File: config.mk
export PLATFORM = sky130hd
export DESIGN_NAME = nmr_alu_pipe
export DESIGN_NICKNAME = d
export VERILOG_FILES = /design/src/rtl/nmr_pkg.sv /design/src/rtl/nmr_alu_core.sv /design/src/rtl/nmr_alu_pipe.sv
export SDC_FILE = /design/constraint.sdc
export NUM_CORES = 1
export LEC_CHECK = 0
export CAP_MARGIN = 20
export CORE_MARGIN = 10
export CORE_UTILIZATION = 49
export CTS_BUF_LIST = sky130_fd_sc_hd__clkbuf_4 sky130_fd_sc_hd__clkbuf_8 sky130_fd_sc_hd__clkbuf_16
export DETAILED_ROUTE_END_ITERATION = 16
export PLACE_DENSITY = 0.66
export SLEW_MARGIN = 20
export SYNTH_ARGS = -nofsm -noshare
export SYNTH_HDL_FRONTEND = slang
export SYNTH_SLANG_ARGS = --single-unit
File: constraint.sdc
create_clock -name clk -period 20.2 [get_ports clk]
set_input_delay 5.05 -clock clk [delete_from_list [all_inputs] [get_ports clk]]
set_output_delay 5.05 -clock clk [all_outputs]
set_load 0.02 [all_outputs]
File: src/rtl/nmr_pkg.sv
// Shared encodings for the N-modular-redundant ALU pipeline: ALU op codes,
// health states and the width of the per-replica mismatch counters.
package nmr_pkg;

  localparam logic [1:0] ALU_AND = 2'b00;
  localparam logic [1:0] ALU_OR  = 2'b01;
  localparam logic [1:0] ALU_ADD = 2'b10;
  localparam logic [1:0] ALU_SLT = 2'b11;

  localparam int CNT_W = 4;

  typedef enum logic [1:0] {
    HEALTH_NORMAL   = 2'b00,
    HEALTH_DEGRADED = 2'b01,
    HEALTH_FAILED   = 2'b10
  } health_e;

endpackage

File: src/rtl/nmr_alu_core.sv
// One combinational ALU replica: and/or/add-sub/set-on-MSB with a zero flag.
module nmr_alu_core
  import nmr_pkg::*;
#(
  parameter int WIDTH = 32
) (
  input  logic [WIDTH-1:0] a,
  input  logic [WIDTH-1:0] b,
  input  logic [2:0]       alucont,
  output logic [WIDTH-1:0] res,
  output logic             zero
);

  logic [WIDTH-1:0] b2;
  logic [WIDTH-1:0] sum;

  always_comb begin
    b2  = alucont[2] ? ~b : b;
    // carry-in of alucont[2] turns the inverted b into a two's complement subtract
    sum = a + b2 + {{(WIDTH-1){1'b0}}, alucont[2]};
    res = '0;
    case (alucont[1:0])
      ALU_AND: res = a & b;
      ALU_OR:  res = a | b;
      ALU_ADD: res = sum;
      ALU_SLT: res = {{(WIDTH-1){1'b0}}, sum[WIDTH-1]};
      default: res = '0;
    endcase
    zero = (res == '0);
  end

endmodule

File: src/rtl/nmr_alu_pipe.sv
// Replicated ALU with per-bit majority vote over live replicas, mismatch-driven
// replica retirement and a registered valid/ready output stage.
// Optional NMR_FAULT_INJECT_EN adds inj_mask/inj_xor to corrupt chosen replicas.
module nmr_alu_pipe
  import nmr_pkg::*;
#(
  parameter int WIDTH        = 32,
  parameter int REPLICAS     = 9,
  parameter int FAULT_THRESH = 4
) (
  input  logic                clk,
  input  logic                reset,
  input  logic                in_valid,
  output logic                in_ready,
  input  logic [WIDTH-1:0]    a,
  input  logic [WIDTH-1:0]    b,
  input  logic [2:0]          alucont,
`ifdef NMR_FAULT_INJECT_EN
  input  logic [REPLICAS-1:0] inj_mask,
  input  logic [WIDTH-1:0]    inj_xor,
`endif
  output logic                out_valid,
  input  logic                out_ready,
  output logic [WIDTH-1:0]    result,
  output logic                zero,
  output logic [REPLICAS-1:0] active_mask,
  output logic [1:0]          health
);

  localparam logic [CNT_W-1:0] THRESH = CNT_W'(FAULT_THRESH);

  logic [WIDTH-1:0]    core_res [REPLICAS];
  logic [REPLICAS-1:0] core_zero;
  logic [WIDTH-1:0]    rep_res  [REPLICAS];
  logic [REPLICAS-1:0] rep_zero;

  logic [WIDTH-1:0]    vote_res;
  logic                vote_zero;
  logic [REPLICAS-1:0] mismatch;
  logic                accept;

  logic [CNT_W-1:0]    cnt_q [REPLICAS];
  logic [CNT_W-1:0]    cnt_d [REPLICAS];
  logic [REPLICAS-1:0] active_q, active_d;
  health_e             health_q, health_d;
  logic                out_valid_q, out_valid_d;
  logic [WIDTH-1:0]    result_q, result_d;
  logic                zero_q, zero_d;

  for (genvar i = 0; i < REPLICAS; i++) begin : g_rep
    nmr_alu_core #(.WIDTH(WIDTH)) u_core (
      .a       (a),
      .b       (b),
      .alucont (alucont),
      .res     (core_res[i]),
      .zero    (core_zero[i])
    );
`ifdef NMR_FAULT_INJECT_EN
    assign rep_res[i]  = core_res[i] ^ (inj_mask[i] ? inj_xor : '0);
    assign rep_zero[i] = inj_mask[i] ? (rep_res[i] == '0) : core_zero[i];
`else
    assign rep_res[i]  = core_res[i];
    assign rep_zero[i] = core_zero[i];
`endif
  end

  assign in_ready = !out_valid_q || out_ready;
  assign accept   = in_valid && in_ready;

  // Strict majority over live replicas; an even split votes 0.
  always_comb begin
    int act_cnt;
    int ones;
    act_cnt = 0;
    for (int i = 0; i < REPLICAS; i++) if (active_q[i]) act_cnt++;
    vote_res = '0;
    for (int j = 0; j < WIDTH; j++) begin
      ones = 0;
      for (int i = 0; i < REPLICAS; i++) if (active_q[i] && rep_res[i][j]) ones++;
      vote_res[j] = (2 * ones > act_cnt);
    end
    ones = 0;
    for (int i = 0; i < REPLICAS; i++) if (active_q[i] && rep_zero[i]) ones++;
    vote_zero = (2 * ones > act_cnt);
    for (int i = 0; i < REPLICAS; i++)
      mismatch[i] = active_q[i] && ((rep_res[i] != vote_res) || (rep_zero[i] != vote_zero));
  end

  always_comb begin
    int act_next;
    active_d = active_q;
    for (int i = 0; i < REPLICAS; i++) begin
      cnt_d[i] = cnt_q[i];
      if (accept && mismatch[i]) begin
        if (cnt_q[i] != '1) cnt_d[i] = cnt_q[i] + 1'b1;
        if (cnt_d[i] >= THRESH) active_d[i] = 1'b0;
      end
    end
    act_next = 0;
    for (int i = 0; i < REPLICAS; i++) if (active_d[i]) act_next++;
    health_d = health_q;
    if (health_q != HEALTH_FAILED) begin
      if (act_next < 3)          health_d = HEALTH_FAILED;
      else if (active_d != '1)   health_d = HEALTH_DEGRADED;
      else                       health_d = HEALTH_NORMAL;
    end
  end

  always_comb begin
    out_valid_d = out_valid_q;
    result_d    = result_q;
    zero_d      = zero_q;
    if (accept) begin
      out_valid_d = 1'b1;
      result_d    = vote_res;
      zero_d      = vote_zero;
    end else if (out_ready) begin
      out_valid_d = 1'b0;
    end
  end

  always_ff @(posedge clk or posedge reset) begin
    if (reset) begin
      out_valid_q <= 1'b0;
      result_q    <= '0;
      zero_q      <= 1'b0;
      active_q    <= '1;
      health_q    <= HEALTH_NORMAL;
      for (int i = 0; i < REPLICAS; i++) cnt_q[i] <= '0;
    end else begin
      out_valid_q <= out_valid_d;
      result_q    <= result_d;
      zero_q      <= zero_d;
      active_q    <= active_d;
      health_q    <= health_d;
      for (int i = 0; i < REPLICAS; i++) cnt_q[i] <= cnt_d[i];
    end
  end

  assign out_valid   = out_valid_q;
  assign result      = result_q;
  assign zero        = zero_q;
  assign active_mask = active_q;
  assign health      = health_q;

endmodule
# ---- Yosys cells after proc, flatten, opt, wreduce, memory -nomap -nowiden
# Cells that the tools add are included.
dict set report op_classes {
  addsub 291
  n_div 0
  n_reduce_logical 322
  eq_ne 16
  shift 0
  n_mux 357
  n_lt_le_gt_ge 43
  multipliers 0
  n_bitwise 3
}
# operator n
set ops {}
lappend ops {{$mux 31} 264}
lappend ops {{$add 31x2->31 const B} 231}
lappend ops {{$gt 32x32->1} 33}
lappend ops {{$mux 32} 17}
lappend ops {{$add 32x2->32 const B} 16}
lappend ops {{$logic_and 1x1->1} 316}
lappend ops {{$pmux 32 s4} 1}
lappend ops {{$mux 4} 18}
lappend ops {{$add 1x1->2 const B} 33}
lappend ops {{$mux 1} 56}
lappend ops {{$add 4x1->4 const B} 9}
lappend ops {{$ge 4x3->1 const B} 9}
lappend ops {{$ne 4x4->1 const B} 9}
lappend ops {{$add 32x1->32} 1}
lappend ops {{$add 32x32->32} 1}
lappend ops {{$and 32x32->32} 1}
lappend ops {{$logic_not 32->1} 1}
lappend ops {{$lt 32x3->1 const B} 1}
lappend ops {{$ne 32x32->1} 1}
lappend ops {{$not 32->32} 1}
lappend ops {{$or 32x32->32} 1}
lappend ops {{$ne 9x9->1 const B} 1}
lappend ops {{$eq 2x2->1 const B} 2}
lappend ops {{$eq 2x1->1 const B} 1}
lappend ops {{7 further kinds} 8}
dict set report totals {
  reg_bits 81
  in_bits 71
  ramBits 0
  rom_bits 0
  latchBits 0
  memories 0
  elab_cells 1046
  output_inout_bits 46
}

# ---- Longest topological paths before layout
dict set report depth {
  word_depth 52
  depth_mapped 72
  depth_no_buf 67
}

# ---- Modules after synthesis
# Synthesis repeated with hierarchy kept, for this count alone.
dict set report unflattened {
  hier_cells 8532
  area_unflattened_um2 61330.1
}
# mod area_each_um2 cells_each seq_area_each_um2 instances
set by_module_without_submodules {}
lappend by_module_without_submodules {nmr_alu_pipe 32969.1 4418 2038.2 1}
lappend by_module_without_submodules {{nmr_alu_core at g_rep[4].u_core ...} 3115.5 445 0.0 5}
lappend by_module_without_submodules {{nmr_alu_core at g_rep[0].u_core ...} 3216.8 478 0.0 3}
lappend by_module_without_submodules {{nmr_alu_core at g_rep[3].u_core} 3133.0 455 0.0 1}

# ---- Worst setup path after synthesis
# OpenSTA, ideal clock, no wires.
dict set report synth_path {
  path_kind {in2reg}
  from {input port alucont[2]}
  to {register health_q[0], in the netlist health[0]}
  t_required_ns 20.081
  path_buffers 7
  arrival_ns 19.215
  setup_time_ns 0.119
  path_slack_ns 0.866
  path_stages 69
  cell_sequence {clkbuf_1 clkbuf_1 xor2_1 ha_1 clkbuf_1 a21oi_1 o21ai_0 a2111oi_0 o21ai_0 or3b_2 a31o_2 nor4_1 and4_1 and3_1 clkbuf_1 clkbuf_1 nand2_1 ha_1 [33 not listed] ha_1 mux2_2 ha_1 a221o_1 ha_1 inv_1 a21oi_1 ha_1 nand2_1 o21ai_0 ha_1 mux2_2 ha_1 inv_1 o221ai_1 o31ai_1 nand4_1 o21ba_1}
}
dict set report synth_via {
  elab_chain_len 48
  word_cells_on_any_way 947
  cone_classes {add/sub: 274; order compare: 34; eq/ne: 3; mux: 319; reduce/logical: 317}
}
# element line_no
set synth_rtl {}
lappend synth_rtl {{from (decl)} nmr_alu_pipe.sv:17} ;# input logic [2:0] alucont,
lappend synth_rtl {{$mux 32} nmr_alu_core.sv:18} ;# b2 = alucont[2] ? ~b : b;
lappend synth_rtl {{$add 32x32->32} nmr_alu_core.sv:20} ;# sum = a + b2 + {{(WIDTH-1){1'b0}}, alucont[2]};
lappend synth_rtl {{$add 32x1->32 (*)} nmr_alu_core.sv:20}
lappend synth_rtl {{$pmux 32 s4 (*)} nmr_alu_core.sv:22} ;# case (alucont[1:0])
lappend synth_rtl {{$logic_not 32->1} nmr_alu_core.sv:29} ;# zero = (res == '0);
lappend synth_rtl {{$logic_and 1x1->1} nmr_alu_pipe.sv:83} ;# for (int i = 0; i < REPLICAS; i++) if (active_q[i] && rep_zero[i]) ones++;
lappend synth_rtl {{$mux 1} nmr_alu_pipe.sv:83}
lappend synth_rtl {{$add 1x1->2} nmr_alu_pipe.sv:83}
lappend synth_rtl {{[32 not listed]} --}
lappend synth_rtl {{$add 32x2->32} nmr_alu_pipe.sv:100} ;# for (int i = 0; i < REPLICAS; i++) if (active_d[i]) act_next++;
lappend synth_rtl {{$mux 32} nmr_alu_pipe.sv:100}
lappend synth_rtl {{$add 32x2->32} nmr_alu_pipe.sv:100}
lappend synth_rtl {{$mux 32} nmr_alu_pipe.sv:100}
lappend synth_rtl {{$add 32x2->32} nmr_alu_pipe.sv:100}
lappend synth_rtl {{$mux 32} nmr_alu_pipe.sv:100}
lappend synth_rtl {{$lt 32x3->1} nmr_alu_pipe.sv:103} ;# if (act_next < 3) health_d = HEALTH_FAILED;
lappend synth_rtl {{$mux 2 (*)} nmr_alu_pipe.sv:103}
lappend synth_rtl {{to (signal assigned)} nmr_alu_pipe.sv:135} ;# health_q <= health_d;
lappend synth_rtl {{to (decl)} nmr_alu_pipe.sv:45} ;# health_e health_q, health_d;
# Every way passes the cells marked *; elsewhere a longest branch is shown, timed or not.
# A chain may end at the register's enable or synchronous reset.

# ---- Worst setup path in the final report
dict set report layout_path {
  from {input port b[0]}
  to {register health_q[0], in the netlist health[0]}
}
dict set report layout_via {
  elab_chain_len 49
  word_cells_on_any_way 950
  cone_classes {add/sub: 274; order compare: 34; eq/ne: 3; mux: 319; bitwise: 3; reduce/logical: 317}
}
# element line_no
set layout_rtl {}
lappend layout_rtl {{from (decl)} nmr_alu_pipe.sv:16} ;# input logic [WIDTH-1:0] b,
lappend layout_rtl {{$not 32->32} nmr_alu_core.sv:18}
lappend layout_rtl {{$mux 32} nmr_alu_core.sv:18}
lappend layout_rtl {{$add 32x32->32} nmr_alu_core.sv:20}
lappend layout_rtl {{$add 32x1->32} nmr_alu_core.sv:20}
lappend layout_rtl {{$pmux 32 s4 (*)} nmr_alu_core.sv:22}
lappend layout_rtl {{$logic_not 32->1} nmr_alu_core.sv:29}
lappend layout_rtl {{$logic_and 1x1->1} nmr_alu_pipe.sv:83}
lappend layout_rtl {{$mux 1} nmr_alu_pipe.sv:83}
lappend layout_rtl {{[33 not listed]} --}
lappend layout_rtl {{$add 32x2->32} nmr_alu_pipe.sv:100}
lappend layout_rtl {{$mux 32} nmr_alu_pipe.sv:100}
lappend layout_rtl {{$add 32x2->32} nmr_alu_pipe.sv:100}
lappend layout_rtl {{$mux 32} nmr_alu_pipe.sv:100}
lappend layout_rtl {{$add 32x2->32} nmr_alu_pipe.sv:100}
lappend layout_rtl {{$mux 32} nmr_alu_pipe.sv:100}
lappend layout_rtl {{$lt 32x3->1} nmr_alu_pipe.sv:103}
lappend layout_rtl {{$mux 2 (*)} nmr_alu_pipe.sv:103}
# Marked as above.

==> results.txt <==
- Std cell rows: 93
- Slew of the pin with the lowest slew margin: 0.8985 ns
- The total area inside the core boundary comes to 0.06470 mm².
- Final hold violation count: 0
- Later-pin clock latency in the skew report: 0.41 ns
- Count of input and output buffers: 116
* Worst hold margin: 0.4827 ns
* Instance count after placement with tap cells included: 5342
* Root Buffer: sky130_fd_sc_hd__clkbuf_16
- The endpoint identified for the worst register-to-register timing path is health[0].
- Number of nets with antenna violations after routing: 0
* Chip height: 276.2 µm
* Synthesized instance count: 4307
* Number of global-route vias before repair: 28660
* H-tree levels: 3
* Pin count of the biggest net entering global routing: 60
- Number of clock buffers inserted by TritonCTS: 9
* Worst r2r path cells: 52
* Final estimated routing congestion in global placement: 0.9761
- The startpoint identified for the worst hold timing path is result[4].
- TritonCTS clock tree: yes
- In this run the critical register-to-register path is launched from active_mask[0].
- Wire length of the first global-routing pass: 147800 µm
- Run status: complete, no violations
- The die covers 0.07628 mm².
- Overflow left after global routing: 0
- Path type of the worst setup path: primary input to flop
* Detailed router's first-iteration violation count: 1892
* Max-Slew Margin vs Limit: 39.70%
* Internal reg-to-reg setup slack: 6.34 ns
- Fill cell total of the finished layout: 6331
* Number of register bits inferred by synthesis: 81
- Prevailing post-synth register cell: sky130_fd_sc_hd__dfrtp_1
- Peak supply drop: 0.00004268 V
* Maximum Capacitance Violations: 0
* Static leakage: 16.92 nW
- Maximum buffer depth of the clock tree: 2
- Among cell families on the critical path, the largest total delay comes from adder cells.
- The die is 276.2 µm wide.
- Slew Viols, Final: 0
- Net count reported at finish: 5159
* Growth of design area from synthesis to finish: 10.15%
* Cell area after technology mapping: 0.03216 mm²
* Arrival time worst endpoint: 19.66 ns
- For this design, the slowest cell found on the critical path is sky130_fd_sc_hd__clkdlybuf4s50_1.
- The tree built by TritonCTS fans out to 81 sinks.
- Along the worst path, the maximum fanout reaches 14.
- Sequential elements use 6.338% of the synthesized area.
- Yosys Warn Count: 0
- Detailed-placement wirelength estimate: 70180 µm
- Fraction of layout instances using a drive strength above 1: 7.790%
* Antenna diode count: 0
- The worst hold path passes through 2 cells.
- Number of different library cells in the post-synthesis netlist: 92
* Required time of the critical path: 20.48 ns
- The tightest min-delay check is of the flop to flop type.
- Critical path capture point type: flop
- Critical path's largest stage delay: 0.56 ns
- Antenna violations before repair: 3
- Aggregate global-route resource usage: 23.00%
* Type of element launching the critical path: primary input
- Power per unit of standard cell area: 20.51 mW/mm²
- For this run, design rule violations remaining after detail routing come to 0.
- Ys async rst share: 100.0%
* Fmax achieved: 0.05160 GHz
* Buf+Inv Stages, Crit Path: 8
- After detailed routing, the average wire length per cell comes to 17.02 µm.
- Clock skew after layout: 0.02834 ns
- The first TritonRoute pass finished after 5 iterations.
- The finished layout holds 5361 standard cells, fillers aside.
* Vias per cell: 5.715
- Clock period minus final worst setup slack: 19.38 ns
* Setup violations, final: 0
- Total via count after detailed routing: 30640
* Post-CTS clock slew at the launch and capture registers of the worst setup and hold paths: 0.08 ns
- Post-synth EDFFs: 0
- WHS Endpoint: result[4]
- Aggregate routed wire length: 91250 µm
- Number of placed I/O pins: 117
* Library cell appearing most often on the critical path: sky130_fd_sc_hd__ha_1
* Share of the clock period used by the worst path: 95.94%
- Post-synthesis area per instance: 7.467 µm²
- Starting Density: 49.71%
registers in the layout, indices dropped and copies added, names as in the netlist:
| register | flops |
|---|---|
| active_mask | 9 |
| cnt_q | 36 |
| health | 2 |
| out_valid | 1 |
| result | 32 |
| zero | 1 |
per-stage QoR:
stage	total power [W]	setup WS, ns	util (%)	setup TNS (ns)	area, µm²
2_1_floorplan	0.0003902	0.8662	-	0	32770
6_report	0.0007265	0.8210	54.76	0	35430
3_3_place_gp	0.0005252	0.4417	54.06	0	34970
5_1_grt	0.0007692	-0.007951	54.76	-0.007951	35430
3_5_place_dp	0.0005248	0.1929	54.06	0	34970
4_1_cts	0.0007177	0.5556	54.52	0	35270
power by group:
| group | internal [W] | switching, W |
|---|---|---|
| sequential | 0.000171 | 0.00000734 |
| combinational | 0.000129 | 0.000230 |
| clock | 0.0000875 | 0.000101 |
| total | 0.000388 | 0.000338 |
tightest hold or removal path, stage by stage, from the launching register on:
cell and delay, ns:
sky130_fd_sc_hd__dfrtp_1 0.35, sky130_fd_sc_hd__nand2_1 0.04, sky130_fd_sc_hd__o21ai_0 0.06
per-layer routing:
metal | vias up | track usage, % | wire, µm
met4 | 4 | 5.925 | 2444
li1 | 15620 | - | -
met5 | - | 0 | 27
met2 | 596 | 39.74 | 42610
met1 | 14290 | 29.94 | 41820
met3 | 127 | 2.376 | 4351
synthesized netlist by cell type, types with 8 or more instances:
cell type / n / area share (%)
sky130_fd_sc_hd__nand2_1: 632 / 7.4
sky130_fd_sc_hd__ha_1: 586 / 23
sky130_fd_sc_hd__xnor2_1: 393 / 11
sky130_fd_sc_hd__xor2_1: 294 / 8.0
sky130_fd_sc_hd__nor2_1: 219 / 2.6
sky130_fd_sc_hd__nand3_1: 218 / 3.4
sky130_fd_sc_hd__inv_1: 209 / 2.4
sky130_fd_sc_hd__mux2_2: 182 / 6.4
sky130_fd_sc_hd__a21oi_1: 161 / 2.5
sky130_fd_sc_hd__o21ai_0: 158 / 2.5
sky130_fd_sc_hd__nand4_1: 148 / 2.9
sky130_fd_sc_hd__clkbuf_1: 147 / 1.7
sky130_fd_sc_hd__and2_1: 88 / 1.7
sky130_fd_sc_hd__a21o_1: 83 / 1.9
sky130_fd_sc_hd__dfrtp_1: 72 / 5.6
sky130_fd_sc_hd__nor3_1: 57 / 0.89
sky130_fd_sc_hd__and3_1: 51 / 0.99
sky130_fd_sc_hd__a31oi_1: 46 / 0.89
sky130_fd_sc_hd__nor3b_1: 35 / 0.82
sky130_fd_sc_hd__mux2i_1: 33 / 1.0
sky130_fd_sc_hd__o211ai_1: 33 / 0.77
sky130_fd_sc_hd__nor2b_1: 28 / 0.54
sky130_fd_sc_hd__nand2b_1: 27 / 0.53
sky130_fd_sc_hd__maj3_1: 23 / 0.72
sky130_fd_sc_hd__o21a_1: 23 / 0.54
sky130_fd_sc_hd__a211oi_1: 22 / 0.51
sky130_fd_sc_hd__buf_1: 17 / 0.20
sky130_fd_sc_hd__nand4b_1: 17 / 0.46
sky130_fd_sc_hd__nor4_1: 16 / 0.31
sky130_fd_sc_hd__or3_1: 16 / 0.31
sky130_fd_sc_hd__a22oi_1: 14 / 0.33
sky130_fd_sc_hd__and4_1: 14 / 0.38
sky130_fd_sc_hd__a211o_1: 13 / 0.35
sky130_fd_sc_hd__a21boi_0: 13 / 0.30
sky130_fd_sc_hd__o21ai_1: 12 / 0.19
sky130_fd_sc_hd__o31a_1: 12 / 0.33
sky130_fd_sc_hd__nor4b_1: 10 / 0.27
sky130_fd_sc_hd__o22ai_1: 10 / 0.19
sky130_fd_sc_hd__a31o_2: 9 / 0.25
sky130_fd_sc_hd__dfstp_2: 9 / 0.74
sky130_fd_sc_hd__o32ai_1: 8 / 0.22
sky130_fd_sc_hd__or4_1: 8 / 0.19
layout by cell type, fill, tap and decap left out, types with 14 or more instances in the layout:
cell type	synthesis	layout
sky130_fd_sc_hd__o211ai_1	33	33
sky130_fd_sc_hd__nand4_1	148	148
sky130_fd_sc_hd__a211oi_1	22	22
sky130_fd_sc_hd__nand4b_1	17	17
sky130_fd_sc_hd__o21ai_0	158	157
sky130_fd_sc_hd__nor3_1	57	57
sky130_fd_sc_hd__nor2_1	219	219
sky130_fd_sc_hd__xnor2_1	393	391
sky130_fd_sc_hd__mux2i_1	33	28
sky130_fd_sc_hd__dfrtp_1	72	72
sky130_fd_sc_hd__and2_1	88	88
sky130_fd_sc_hd__maj3_1	23	23
sky130_fd_sc_hd__nor2b_1	28	28
sky130_fd_sc_hd__a22oi_1	14	14
sky130_fd_sc_hd__mux2_2	182	182
sky130_fd_sc_hd__ha_1	586	586
sky130_fd_sc_hd__xor2_1	294	291
sky130_fd_sc_hd__conb_1	2	165
sky130_fd_sc_hd__a31oi_1	46	45
sky130_fd_sc_hd__nor4_1	16	14
sky130_fd_sc_hd__nand3_1	218	215
sky130_fd_sc_hd__nor3b_1	35	35
sky130_fd_sc_hd__a21o_1	83	83
sky130_fd_sc_hd__a21oi_1	161	159
sky130_fd_sc_hd__clkdlybuf4s50_1	0	115
sky130_fd_sc_hd__nand2_1	632	631
sky130_fd_sc_hd__o21a_1	23	23
sky130_fd_sc_hd__nand2b_1	27	27
sky130_fd_sc_hd__buf_4	0	74
sky130_fd_sc_hd__inv_1	209	208
sky130_fd_sc_hd__and3_1	51	51
sky130_fd_sc_hd__or3_1	16	16
repair_timing:
item | 4_1_cts | 5_1_grt
hold endpoints to repair | 0 | 0
setup endpoints to repair | 0 | 2
hold buffers | 0 | 0
resized for setup | 0 | 31
setup buffers | 0 | 3
how the worst max path moves through the flow:
stage	startpoint	end	slack (ns)	depth (start not counted)
after floorplan	alucont[2]	health[0]	0.87	69
after global placement	alucont[2]	health[0]	0.44	65
after detailed placement	alucont[2]	health[0]	0.19	65
after CTS	alucont[2]	health[0]	0.56	65
after global routing	b[26]	health[0]	-0.008	63
final	b[0]	health[0]	0.82	63
kinds of logic after synthesis:
kind of cell             Yosys count  share of synthesized area [%]
AO/OA/AOI/OAI                    704                          14.34
flip-flops                        81                          6.338
multiplexers                     215                          7.400
AND/OR/NAND/NOR                 1620                          24.66
buffers and inverters            382                          4.517
other                              2                        0.02335
XOR/XNOR                         693                          19.14
adder cells (fa/ha/maj)          610                          23.58
final cells by class:
| class | count | area (µm²) | area share (%) |
|---|---|---|---|
| multi-input cells | 4007 | 29490 | 83.24 |
| flip-flops and latches | 81 | 2061 | 5.817 |
| repair buffers | 189 | 1707 | 4.818 |
| well taps | 855 | 1070 | 3.020 |
| inverters | 213 | 802.0 | 2.264 |
| clock buffers | 9 | 225.2 | 0.6358 |
| clock inverters | 7 | 71.32 | 0.2013 |
Note: power is estimated with default switching activity, not from simulation.
